===== config.mk =====
export PLATFORM = sky130hd
export DESIGN_NAME = apb_m
export DESIGN_NICKNAME = d
export VERILOG_FILES = /design/src/rtl/apb_m.sv
export SDC_FILE = /design/constraint.sdc
export NUM_CORES = 1
export LEC_CHECK = 0
export ABC_AREA = 1
export BUFFER_PORTS_ARGS = -buffer_cell sky130_fd_sc_hd__buf_2
export CORE_ASPECT_RATIO = 1.5
export CORE_MARGIN = 2
export CORE_UTILIZATION = 30
export CTS_BUF_LIST = sky130_fd_sc_hd__clkbuf_4 sky130_fd_sc_hd__clkbuf_8
export CTS_CLUSTER_SIZE = 16
export DETAILED_ROUTE_END_ITERATION = 7
export PLACE_DENSITY = 0.67
export SLEW_MARGIN = 20
export SYNTH_ARGS = -nofsm -noshare
export SYNTH_HDL_FRONTEND = slang
export SYNTH_SLANG_ARGS = --single-unit

===== constraint.sdc =====
create_clock -name pclk -period 2.4 [get_ports pclk]
set_input_delay 0.48 -clock pclk [delete_from_list [all_inputs] [get_ports pclk]]
set_output_delay 0.48 -clock pclk [all_outputs]
set_load 0.05 [all_outputs]

===== src/rtl/apb_m.sv =====
// APB requester: one local command in flight as SETUP/ACCESS, one-cycle rsp strobe; APB_M_TIMEOUT_EN adds ACCESS abort.
// Latency accept->rsp_valid 2 cycles plus one per wait state; cmd_ready low from accept until the response cycle.
module apb_m #(
  parameter int ADDR_W  = 4,
  parameter int DATA_W  = 8,
  parameter int TIMEOUT = 15
) (
  input  logic              pclk,
  input  logic              presetn,
  input  logic              cmd_valid,
  output logic              cmd_ready,
  input  logic              cmd_write,
  input  logic [ADDR_W-1:0] cmd_addr,
  input  logic [DATA_W-1:0] cmd_wdata,
  output logic              rsp_valid,
  output logic [DATA_W-1:0] rsp_rdata,
  output logic              rsp_err,
  output logic [ADDR_W-1:0] paddr,
  output logic              psel,
  output logic              penable,
  output logic              pwrite,
  output logic [DATA_W-1:0] pwdata,
  input  logic [DATA_W-1:0] prdata,
  input  logic              pready,
  input  logic              pslverr
);

  typedef enum logic [1:0] {IDLE, SETUP, ACCESS} state_t;

  state_t              state_q, state_d;
  logic                cmd_ready_q, cmd_ready_d;
  logic                rsp_valid_q, rsp_valid_d;
  logic [DATA_W-1:0]   rsp_rdata_q, rsp_rdata_d;
  logic                rsp_err_q, rsp_err_d;
  logic [ADDR_W-1:0]   paddr_q, paddr_d;
  logic                psel_q, psel_d;
  logic                penable_q, penable_d;
  logic                pwrite_q, pwrite_d;
  logic [DATA_W-1:0]   pwdata_q, pwdata_d;

`ifdef APB_M_TIMEOUT_EN
  localparam int CNT_W = $clog2(TIMEOUT + 1);
  logic [CNT_W-1:0]    cnt_q, cnt_d;
`else
  logic                unused_timeout;
  assign unused_timeout = (TIMEOUT > 0);
`endif

  always_comb begin
    state_d     = state_q;
    cmd_ready_d = cmd_ready_q;
    rsp_valid_d = 1'b0;
    rsp_rdata_d = rsp_rdata_q;
    rsp_err_d   = rsp_err_q;
    paddr_d     = paddr_q;
    psel_d      = psel_q;
    penable_d   = penable_q;
    pwrite_d    = pwrite_q;
    pwdata_d    = pwdata_q;
`ifdef APB_M_TIMEOUT_EN
    cnt_d       = cnt_q;
`endif
    case (state_q)
      IDLE: begin
        if (cmd_valid && cmd_ready_q) begin
          paddr_d     = cmd_addr;
          pwrite_d    = cmd_write;
          pwdata_d    = cmd_wdata;
          cmd_ready_d = 1'b0;
          psel_d      = 1'b1;
          state_d     = SETUP;
        end
      end
      SETUP: begin
        penable_d = 1'b1;
        state_d   = ACCESS;
`ifdef APB_M_TIMEOUT_EN
        cnt_d     = '0;
`endif
      end
      ACCESS: begin
        if (pready) begin
          rsp_valid_d = 1'b1;
          rsp_rdata_d = pwrite_q ? '0 : prdata;
          rsp_err_d   = pslverr;
          psel_d      = 1'b0;
          penable_d   = 1'b0;
          cmd_ready_d = 1'b1;
          state_d     = IDLE;
        end
`ifdef APB_M_TIMEOUT_EN
        // The edge that ends the TIMEOUT-th stalled ACCESS cycle aborts.
        else if (cnt_q == CNT_W'(TIMEOUT - 1)) begin
          rsp_valid_d = 1'b1;
          rsp_rdata_d = '0;
          rsp_err_d   = 1'b1;
          psel_d      = 1'b0;
          penable_d   = 1'b0;
          cmd_ready_d = 1'b1;
          state_d     = IDLE;
        end else begin
          cnt_d = cnt_q + 1'b1;
        end
`endif
      end
      default: begin
        state_d     = IDLE;
        psel_d      = 1'b0;
        penable_d   = 1'b0;
        cmd_ready_d = 1'b1;
      end
    endcase
  end

  always_ff @(posedge pclk or negedge presetn) begin
    if (!presetn) begin
      state_q     <= IDLE;
      cmd_ready_q <= 1'b1;
      rsp_valid_q <= 1'b0;
      rsp_rdata_q <= '0;
      rsp_err_q   <= 1'b0;
      paddr_q     <= '0;
      psel_q      <= 1'b0;
      penable_q   <= 1'b0;
      pwrite_q    <= 1'b0;
      pwdata_q    <= '0;
`ifdef APB_M_TIMEOUT_EN
      cnt_q       <= '0;
`endif
    end else begin
      state_q     <= state_d;
      cmd_ready_q <= cmd_ready_d;
      rsp_valid_q <= rsp_valid_d;
      rsp_rdata_q <= rsp_rdata_d;
      rsp_err_q   <= rsp_err_d;
      paddr_q     <= paddr_d;
      psel_q      <= psel_d;
      penable_q   <= penable_d;
      pwrite_q    <= pwrite_d;
      pwdata_q    <= pwdata_d;
`ifdef APB_M_TIMEOUT_EN
      cnt_q       <= cnt_d;
`endif
    end
  end

  assign cmd_ready = cmd_ready_q;
  assign rsp_valid = rsp_valid_q;
  assign rsp_rdata = rsp_rdata_q;
  assign rsp_err   = rsp_err_q;
  assign paddr     = paddr_q;
  assign psel      = psel_q;
  assign penable   = penable_q;
  assign pwrite    = pwrite_q;
  assign pwdata    = pwdata_q;

endmodule


# After elaboration in Yosys (flattened, before gate mapping)
# Index checks and enable logic that the tools add are counted.
[totals]
ff_bits = 28
input_bits = 26
output_inout_bits = 26
wordCells = 36
[classes]
eq_ne = 4
n_mux = 13
n_bitwise = 2
n_reduce_logical = 7
[ops]
columns = ["op", "n"]
rows = [
  ["$pmux 1 s3", 3],
  ["$mux 8", 1],
  ["$reduce_and 2->1", 4],
  ["$mux 1", 6],
  ["$pmux 2 s3", 1],
  ["$mux 2", 2],
  ["$ne 2x2->1 const B", 2],
  ["$reduce_and 3->1", 1],
  ["$eq 2x1->1 const B", 1],
  ["$eq 2x2->1 const B", 1],
  ["$logic_not 2->1", 1],
  ["$not 1->1", 2],
  ["$logic_and 1x1->1", 1],
]

# Logic depth before layout (Yosys ltp)
# Gate-level depths: netlist of the first run.
[logic_depth]
ltp_word = 3
ltp_mapped = 6

# Worst setup path before layout of the first run
# Ideal clock, no wire load.
[synth_timing]
path_kind = "flip-flop to flip-flop"
startpoint = "register cmd_ready_q (netlist: cmd_ready)"
endpoint = "register paddr_q[0] (netlist: paddr[0])"
setup_time_ps = 118
arrival_ps = 1184
t_required_ps = 2282
slack_ps = 1099
path_stages_with_launch = 5
path_cell_list = "dfstp_2 nand3_2 buf_2 nand2_1 nand2_1"
[synth_via]
elab_chain_cells = 2
[synth_lines]
columns = ["item", "line", "rtl"]
rows = [
  ["from (decl)", "31", "logic cmd_ready_q, cmd_ready_d;"],
  ["from (signal assigned)", "132", "cmd_ready_q <= cmd_ready_d;"],
  ["$logic_and 1x1->1", "65", "if (cmd_valid && cmd_ready_q) begin"],
  ["$reduce_and 2->1 (no source line)", "n/a", ""],
  ["to (signal assigned)", "136", "paddr_q <= paddr_d;"],
  ["to (decl)", "35", "logic [ADDR_W-1:0] paddr_q, paddr_d;"],
]
# Every way passes these cells.
# A chain may end at the register's enable or synchronous reset.

# Worst setup path after layout of the first run
[layout_timing]
startpoint = "register cmd_ready_q (netlist: cmd_ready)"
endpoint = "output port cmd_ready"
[layout_lines]
columns = ["item", "line", "rtl"]
rows = [
  ["to (decl)", "11", "output logic cmd_ready,"],
]
# No word-level cell between the ends.

==> flow_summary_export.csv, run 1 <==
group,metric,value,unit
logic_synthesis,synth-async-reset-ratio,1.00,
setup_path,rr_endpoint,"pwrite",
logic_synthesis,ys_seq_area_frac,0.627,
logic_synthesis,synth_top_area_share,0.603,
clocking,post_cts_resized,0,
layout,multi_input_comb_area,365,sq um
placement,place_ws,1070,ps
setup_path,slowest_stage,"dfstp_2",
clocking,cts_buffers,3,
power_and_ir_drop,vdd_drop_max,0.803,mV
status,outcome,"finished, final reports clean",
setup_path,reg2reg_from,"state_q[1]",
logic_synthesis,synth_ff_type,"dfrtp_1",
clocking,holdBufCountCts,0,
setup_path,r2r_setup_slack,1090,ps
floorplanning,die_w,53.9,um
logic_synthesis,synth_top_family_by_area,"simple AND/OR/NAND/NOR gates",
layout,drive_gt1_frac,0.402,
placement,dp_hpwl,1720,um
timing,timing.fmax,631,MHz
clocking,cts_setup_buffers,0,
timing,tns,0,ps
setup_path,worstRegToRegCells,5,
logic_synthesis,syn_inst,117,
logic_synthesis,yosys.area_share.xor_xnor,0,
global_route,first_global_vias,845,
setup_path,path_buf_inv,1,
logic_synthesis,synth.avg_cell_area,9.57,sq um
floorplanning,start_util,0.310,
layout,area_growth,29.7,%
timing,hold_viol_final,0,
timing,finalSetupViolations,0,
clocking,clock_sinks,28,
route,avgRoutedWirePerCell,10.5,um
setup_path,path_max_fanout,4,
logic_synthesis,yosysWarnings,0,
logic_synthesis,yosys.area.top_type,"dfrtp_1",
placement,gp_congestion,0.691,
layout,fillers,381,
min_path,hold_class,"in2async",
global_route,grt_max_degree,29,
timing,rsz0062_at_grt,"false",
clocking,clock_latency,270,ps
global_route,grt_pass1_wl,3530,um
layout,antenna_cells,0,
layout,seqCellArea,702,sq um
route,drc,0,
setup_path,cpLargestDelayFamily,"flip-flops",
global_route,grtUsageTotal,0.108,
logic_synthesis,yosys.cell_count.top_type,"nand2_1",
floorplanning,core-area,3610,sq um
timing,layout_setup_ws,814,ps
setup_path,crit_chain,"buf_2",
logic_synthesis,synthSimpleGateAreaFrac,0.259,
floorplanning,die_area,4250,sq um
setup_path,critPathArrivalTime,1110,ps
power_and_ir_drop,p_per_area,1660,nW/um^2
setup_path,cp-end-kind,"output port",
timing,tightestPinTransition,612,ps
floorplanning,num_rows,27,
timing,period_share,0.661,
route,firstDrtPassIters,4,
layout,final_util,0.402,
timing,relSlewSlack,0.592,
placement,place_area,1400,sq um
layout,nNetsFinal,196,
route,drt-initial-drc-count,11,
placement,portBuffers,51,
setup_path,worstPathRequired,1920,ps
logic_synthesis,synthTopCellsByCount,"67 x nand2_1, 27 x dfrtp_1, 8 x o21ai_2",
clocking,htreeDepth,1,
global_route,grt-ovfl-total,0,
clocking,cts_tree,"built",
power_and_ir_drop,leakagePower,0.841,nW
route,wl,2230,um
logic_synthesis,synthMuxAreaShare,0,
clocking,clock_path_buffers,2,
layout,final_cell_area,1450,sq um
logic_synthesis,synth-compound-area-share,0.0670,
logic_synthesis,synthAdderAreaFrac,0,
setup_path,cp-start-kind,"register",
route,vias,901,
setup_path,crit_type,"reg2out",
logic_synthesis,synth_area,1120,sq um
route,ant_nets,0,
run,max-cap-violations,0,
logic_synthesis,synth.area.top_cells,"dfrtp_1 60%, nand2_1 22%, o21ai_2 6.3%",
timing,min_period,1590,ps
logic_synthesis,synth.distinct_cells,15,
floorplanning,die_h,78.8,um
logic_synthesis,ys_ff_latch,28,
clocking,clk_pin_slew_worst_paths,90,ps
global_route,antenna_found_initial,0,
clocking,cts-root-buf,"clkbuf_8",
timing,slew_violations,0,
route,viasPerCell,4.25,
setup_path,critPathMaxStageDelay,570,ps
logic_synthesis,synth_edf_count,0,
floorplanning,ios,52,
logic_synthesis,synth_nets,143,
timing,holdWs,215,ps
timing,fin_skew,4.52,ps
-- worst max path at each step --
stage,from,to,slack [ps],cells after the start
3_3_place_gp,pready,rsp_rdata[3],1070,4
6_report,cmd_ready,cmd_ready,810,1
2_1_floorplan,cmd_ready,paddr[0],1100,4
5_1_grt,cmd_ready,cmd_ready,770,1
3_5_place_dp,pready,rsp_rdata[7],1070,4
4_1_cts,cmd_ready,cmd_ready,800,1
-- cells by family after synthesis --
kind of cell,Yosys count
and+or+nand+nor,72
buffers and inverters,8
AOI/OAI and AO/OA,9
DFF,28
-- routing by layer --
layer	vias to the layer above	track usage	wire length [um]
met5	-	0	0
li1	463	-	-
met2	44	0.179	1090
met3	0	0.0244	193
met1	394	0.141	942
met4	0	0.0231	0
-- state kept, by name, summed over array words and instances, names as in the netlist --
name and cells:
rsp_rdata 8, rsp_err 1, pwdata 8, state_q 2, paddr 4, rsp_valid 1
cmd_ready 1, pwrite 1, psel 1, penable 1
-- report_power, final --
part	internal, mW	total [mW]	switching [mW]
sequential	0.689	0.808	0.118
combinational	0.288	1.32	1.04
clock	0.146	0.280	0.134
total	1.12	2.41	1.29
-- layout by cell type, fill, tap and decap left out, drive strengths merged --
master and n:
nor2 1, clkbuf 4, nand2 67, clkinv 1, inv 4, nand3b 1
dfrtp 27, dfstp 1, o21ai 9, nand3 3, buf 51
-- cell type report --
class                   count  share of cell area
clock buffers               4              0.0379
inverters                   5              0.0146
multi-input cells          81               0.252
flip-flops and latches     28               0.483
well taps                  43              0.0370
repair buffers             51               0.176
-- metrics by stage --
| stage | cells | power [mW] |
|---|---|---|
| after floorplan | 117 | 1.86 |
| after global placement | 208 | 2.15 |
| after detailed placement | 208 | 2.16 |
| after CTS | 212 | 2.45 |
| after global routing | 212 | 2.58 |
| final | 212 | 2.41 |
(Power assumes the default switching activity.)
==> run 2: changes to the inputs <==
- ABC_AREA: 1 -> 0
- PLACE_DENSITY: 0.67 -> 0.69
- clock period: 2.4 -> 1.4 ns (I/O delays scaled with it)
==> flow_summary_export.csv, run 2 <==
group,metric,value,unit
placement,dp_hpwl,1760,um
logic_synthesis,synth_area,1120,sq um
logic_synthesis,synth.avg_cell_area,13.6,sq um
setup_path,critPathArrivalTime,1590,ps
power_and_ir_drop,power_frac_seq,0.541,
clocking,clock_sinks,28,
timing,hold_viol_final,3,
clocking,cts-root-buf,"clkbuf_8",
power_and_ir_drop,p_int,1.22,mW
logic_synthesis,ys_seq_area_frac,0.624,
setup_path,critPathMaxStageDelay,550,ps
run,max-cap-violations,0,
timing,relSlewSlack,0.606,
power_and_ir_drop,p_switching,272,uW
floorplanning,ios,52,
timing,timing.fmax,701,MHz
logic_synthesis,syn_inst,83,
floorplanning,start_util,0.308,
global_route,grt_pass1_wl,3330,um
global_route,grt_max_degree,29,
setup_path,worstPathRequired,1560,ps
global_route,grt-ovfl-total,0,
logic_synthesis,yosys.area.top_type,"dfrtp_1",
timing,holdWs,-2.30,ps
power_and_ir_drop,switching_share,0.182,
floorplanning,die_h,79.0,um
clocking,clk_pin_slew_worst_paths,90,ps
logic_synthesis,synth_nets,109,
placement,gp_congestion,0.687,
route,ant_nets,0,
layout,final_cell_mix,"50 x buf_2, 27 x dfrtp_1, 9 x mux2_4, 9 x nand2b_1, 9 x o21ai_0",
timing,finalSetupViolations,8,
route,avgRoutedWirePerCell,11.9,um
route,drc,0,
min_path,hold_class,"in2async",
logic_synthesis,synth_edf_count,0,
layout,antenna_cells,0,
floorplanning,core-area,3650,sq um
logic_synthesis,synth.distinct_cells,17,
layout,area_growth,38.5,%
layout,drive_gt1_frac,0.556,
layout,instances_no_fill,185,
global_route,antenna_found_initial,0,
power_and_ir_drop,p_per_area,958,nW/um^2
timing,layout_setup_ws,-27.0,ps
route,drt-initial-drc-count,5,
route,vias,805,
power_and_ir_drop,leakagePower,0.874,nW
timing,rsz0062_at_grt,"true",
layout,fillers,336,
placement,portBuffers,51,
setup_path,cpLargestDelayFamily,"flip-flops",
setup_path,cp-start-kind,"register",
timing,tightestPinTransition,591,ps
global_route,grtUsageTotal,0.109,
route,viasPerCell,4.35,
setup_path,slowest_stage,"dfstp_2",
logic_synthesis,synth_ff_type,"dfrtp_1",
clocking,clock_path_buffers,2,
status,failed_checks,"negative hold slack, negative setup slack",
timing,period_share,1.02,
setup_path,cp-end-kind,"register",
setup_path,path_max_fanout,5,
layout,final_cell_area,1560,sq um
layout,final_util,0.427,
logic_synthesis,ys_ff_latch,28,
logic_synthesis,yosys.cell_count.top_type,"dfrtp_1",
global_route,first_global_vias,740,
status,outcome,"complete, but fails checks",
power_and_ir_drop,comb_power_share,0.040,
logic_synthesis,synth-async-reset-ratio,1.00,
floorplanning,die_area,4270,sq um
timing,tns,-110,ps
timing,slew_violations,0,
power_and_ir_drop,vdd_drop_max,0.510,mV
layout,final_common_cell,"buf_2",
logic_synthesis,synth.area.top_cells,"dfrtp_1 60%, mux2_4 11%, mux2_2 7.0%",
clocking,clock_latency,270,ps
power_and_ir_drop,pwr-share-clk,0.419,
route,firstDrtPassIters,2,
logic_synthesis,synthTopCellsByCount,"27 x dfrtp_1, 10 x o21ai_0, 9 x nand2b_1",
clocking,cts_tree,"built",
placement,dp_cells,181,
logic_synthesis,synth_top_area_share,0.601,
layout,nNetsFinal,169,
clocking,htreeDepth,1,
logic_synthesis,yosysWarnings,0,
setup_path,crit_chain,"nor4bb_4 -> buf_4 -> mux2_2",
timing,min_period,1430,ps
clocking,cts_buffers,3,
floorplanning,die_w,54.0,um
timing,fin_skew,6.76,ps
placement,place_area,1470,sq um
floorplanning,num_rows,27,
setup_path,path_buf_inv,1,
route,wl,2210,um
setup_path,crit_type,"reg2reg",
-- run 2: power by group through the flow --
stage	combinational, mW	clock [mW]	sequential, mW
after detailed placement	0.0614	0	0.824
after floorplan	0.00875	0	0.824
after global placement	0.0596	0	0.824
final	0.0596	0.625	0.808
after global routing	0.0683	0.685	0.808
after CTS	0.0619	0.645	0.808
-- run 2: logic make-up after synthesis --
family	after synthesis	share of synthesized area
and+or+nand+nor	22	0.103
muxes	15	0.177
DFF	28	0.624
buffers and inverters	5	0.0356
AOI/OAI and AO/OA	13	0.0601
-- run 2: stage by stage --
step	worst slack, ps	power [mW]
detailed placement	-29.6	0.885
finish	-27.0	1.49
floorplan	-252	0.833
CTS	-36.1	1.52
global placement	7.15	0.884
global route	-80.3	1.56
-- run 2: area by class of cell --
class / count / area, sq um / share of cell area
clock inverters: 1 / 30.0 / 0.0193
flip-flops and latches: 28 / 702 / 0.451
well taps: 43 / 53.8 / 0.0345
multi-input cells: 50 / 402 / 0.258
clock buffers: 3 / 41.3 / 0.0265
repair buffers: 58 / 322 / 0.206
inverters: 2 / 7.51 / 0.00482
-- run 2: path summary, 6_finish.rpt --
check / startpoint / slack, ps / end / cells past startpoint
setup / recovery: cmd_ready / -30 / pwdata[4] / 3
hold reg to reg: rsp_rdata[6] / 480 / rsp_rdata[6] / 2
max in group asynchronous: presetn / 1010 / paddr[2] / 1
hold / removal: presetn / -2 / rsp_rdata[5] / 1
setup reg to reg: cmd_ready / -30 / pwdata[4] / 3
min in group pclk: cmd_wdata[0] / 230 / pwdata[0] / 2
-- run 2: worst register-to-register path: cells and delay by family (launching register included) --
kind,cells,cell delay [ps]
buf+inv,1,200
flops,1,550
simple gates,1,230
mux,1,340
-- run 2: metal layers --
layer	up-vias	GRT usage	wire (um)
met5	-	0	0
met4	0	0.0525	43
met3	4	0.0282	212
met2	39	0.179	1050
met1	366	0.127	900
li1	396	-	-
-- run 2: what timing repair did --
item                       in CTS  in global routing
hold buffers                    0                  0
pin swaps                       0                  0
buffers inserted                0                  0
setup endpoints to repair      11                 14
gates resized for setup         4                  1
==> run 3: changes to the inputs <==
- CORE_UTILIZATION: 30 -> 43
- PLACE_DENSITY: 0.69 -> 0.88
- REMOVE_ABC_BUFFERS: unset -> 1
==> flow_summary_export.csv, run 3 (synthesis results as in run 2) <==
group,metric,value,unit
status,outcome,"complete, but fails checks",
status,failed_checks,"negative setup slack",
placement,gp_congestion,0.707,
layout,instances_no_fill,170,
clocking,cts-root-buf,"clkbuf_4",
global_route,first_global_vias,833,
placement,portBuffers,51,
global_route,antenna_found_initial,0,
setup_path,critPathMaxStageDelay,550,ps
floorplanning,die_h,66.6,um
setup_path,crit_chain,"nor4bb_4 -> buf_4 -> clkbuf_16 -> mux2_4",
global_route,grtUsageMet1,0.197,
clocking,cts_tree,"built",
timing,hold_viol_final,0,
layout,antenna_cells,0,
timing,tightestPinTransition,587,ps
clocking,clk_pin_slew_worst_paths,130,ps
route,avgRoutedWirePerCell,13.5,um
route,firstDrtPassIters,4,
timing,rsz0062_at_grt,"true",
route,wl,2300,um
route,viasPerCell,4.85,
power_and_ir_drop,p_per_area,782,nW/um^2
timing,period_share,1.04,
global_route,grt_max_degree,29,
setup_path,cp-end-kind,"register",
route,vias,824,
setup_path,cp-start-kind,"register",
layout,nNetsFinal,173,
power_and_ir_drop,vdd_drop_max,0.572,mV
floorplanning,die_area,3050,sq um
setup_path,critPathArrivalTime,1670,ps
setup_path,path_buf_inv,2,
global_route,grtUsageTotal,0.165,
global_route,met2_usage,0.271,
setup_path,worstPathRequired,1620,ps
timing,tns,-459,ps
timing,layout_setup_ws,-52.0,ps
clocking,htreeDepth,1,
layout,multi_input_comb_area,417,sq um
power_and_ir_drop,leakagePower,0.887,nW
timing,fin_skew,2.87,ps
floorplanning,num_rows,22,
floorplanning,start_util,0.454,
timing,min_period,1450,ps
layout,seqCellArea,702,sq um
global_route,grt_pass1_wl,3570,um
run,max-cap-violations,0,
layout,final_util,0.629,
setup_path,slowest_stage,"dfstp_2",
layout,area_growth,38.5,%
clocking,cts_buffers,3,
setup_path,path_max_fanout,6,
global_route,grt-ovfl-total,0,
placement,dp_cells,161,
layout,fillers,205,
global_route,busiest_layer,"met2",
clocking,clock_path_buffers,2,
timing,slew_violations,0,
floorplanning,core-area,2480,sq um
floorplanning,ios,52,
timing,timing.fmax,689,MHz
floorplanning,die_w,45.8,um
clocking,clock_latency,320,ps
layout,final_cell_mix,"50 x buf_2, 27 x dfrtp_1, 13 x mux2_4",
route,ant_nets,0,
min_path,hold_class,"in2reg",
timing,finalSetupViolations,14,
timing,relSlewSlack,0.609,
setup_path,crit_type,"reg2reg",
clocking,clock_sinks,28,
layout,drive_gt1_frac,0.562,
setup_path,cpLargestDelayFamily,"flip-flops",
layout,final_common_cell,"buf_2",
route,drt-initial-drc-count,12,
route,drc,0,
global_route,met3_usage,0.0163,
placement,dp_hpwl,1700,um
[run 3: per-stage QoR]
step           setup slack [ps]  instance area, sq um  power, mW  hold slack, ps
2_1_floorplan             -1850                  1090      0.833           -15.6
3_3_place_gp              -78.4                  1450      0.882             303
3_5_place_dp               -116                  1450      0.885             319
4_1_cts                   -70.7                  1570       1.23             172
5_1_grt                   -91.3                  1560       1.27             161
6_report                  -52.0                  1560       1.22             184
[run 3: area by class of cell]
| class | instances | area share |
|---|---|---|
| Sequential cell | 28 | 0.451 |
| Multi-Input combinational cell | 50 | 0.267 |
| Timing Repair Buffer | 62 | 0.239 |
| Clock buffer | 4 | 0.0193 |
| Tap cell | 24 | 0.0193 |
| Inverter | 2 | 0.00482 |
[run 3: power by group]
part,total [mW],switching (mW),internal [mW]
clock,0.348,0.217,0.131
sequential,0.809,0,0.809
combinational,0.0621,0.0296,0.0324
[run 3: metal layers]
metal  vias to the layer above  share of wire
met3                         4          0.033
met4                         0          0.027
li1                        405              -
met1                       394           0.40
met2                        21           0.53
met5                         -              0
[run 3: worst paths after layout]
path	start	to	slack, ps	cells past startpoint
setup / recovery	cmd_ready	pwdata[7]	-50	4
hold / removal	cmd_wdata[5]	pwdata[5]	180	2
setup reg to reg	cmd_ready	pwdata[7]	-50	4
hold reg to reg	penable	penable	490	1
max in group asynchronous	presetn	cmd_ready	530	2
min in group asynchronous	presetn	rsp_rdata[6]	480	2
[run 3: timing repair]
action | in CTS | in global routing
gates cloned | 1 | 0
hold buffers | 1 | 0
setup buffers | 2 | 2
hold endpoints to repair | 27 | 0
gates resized for setup | 8 | 4
endpoints found under the setup margin | 14 | 21
pin swaps | 1 | 0
[run 3: worst reg2reg max path, cell delays in order (launching register included)]
cell and delay [ps]:
dfstp_2 550, nor4bb_4 210, buf_4 160, clkbuf_16 140, mux2_4 290
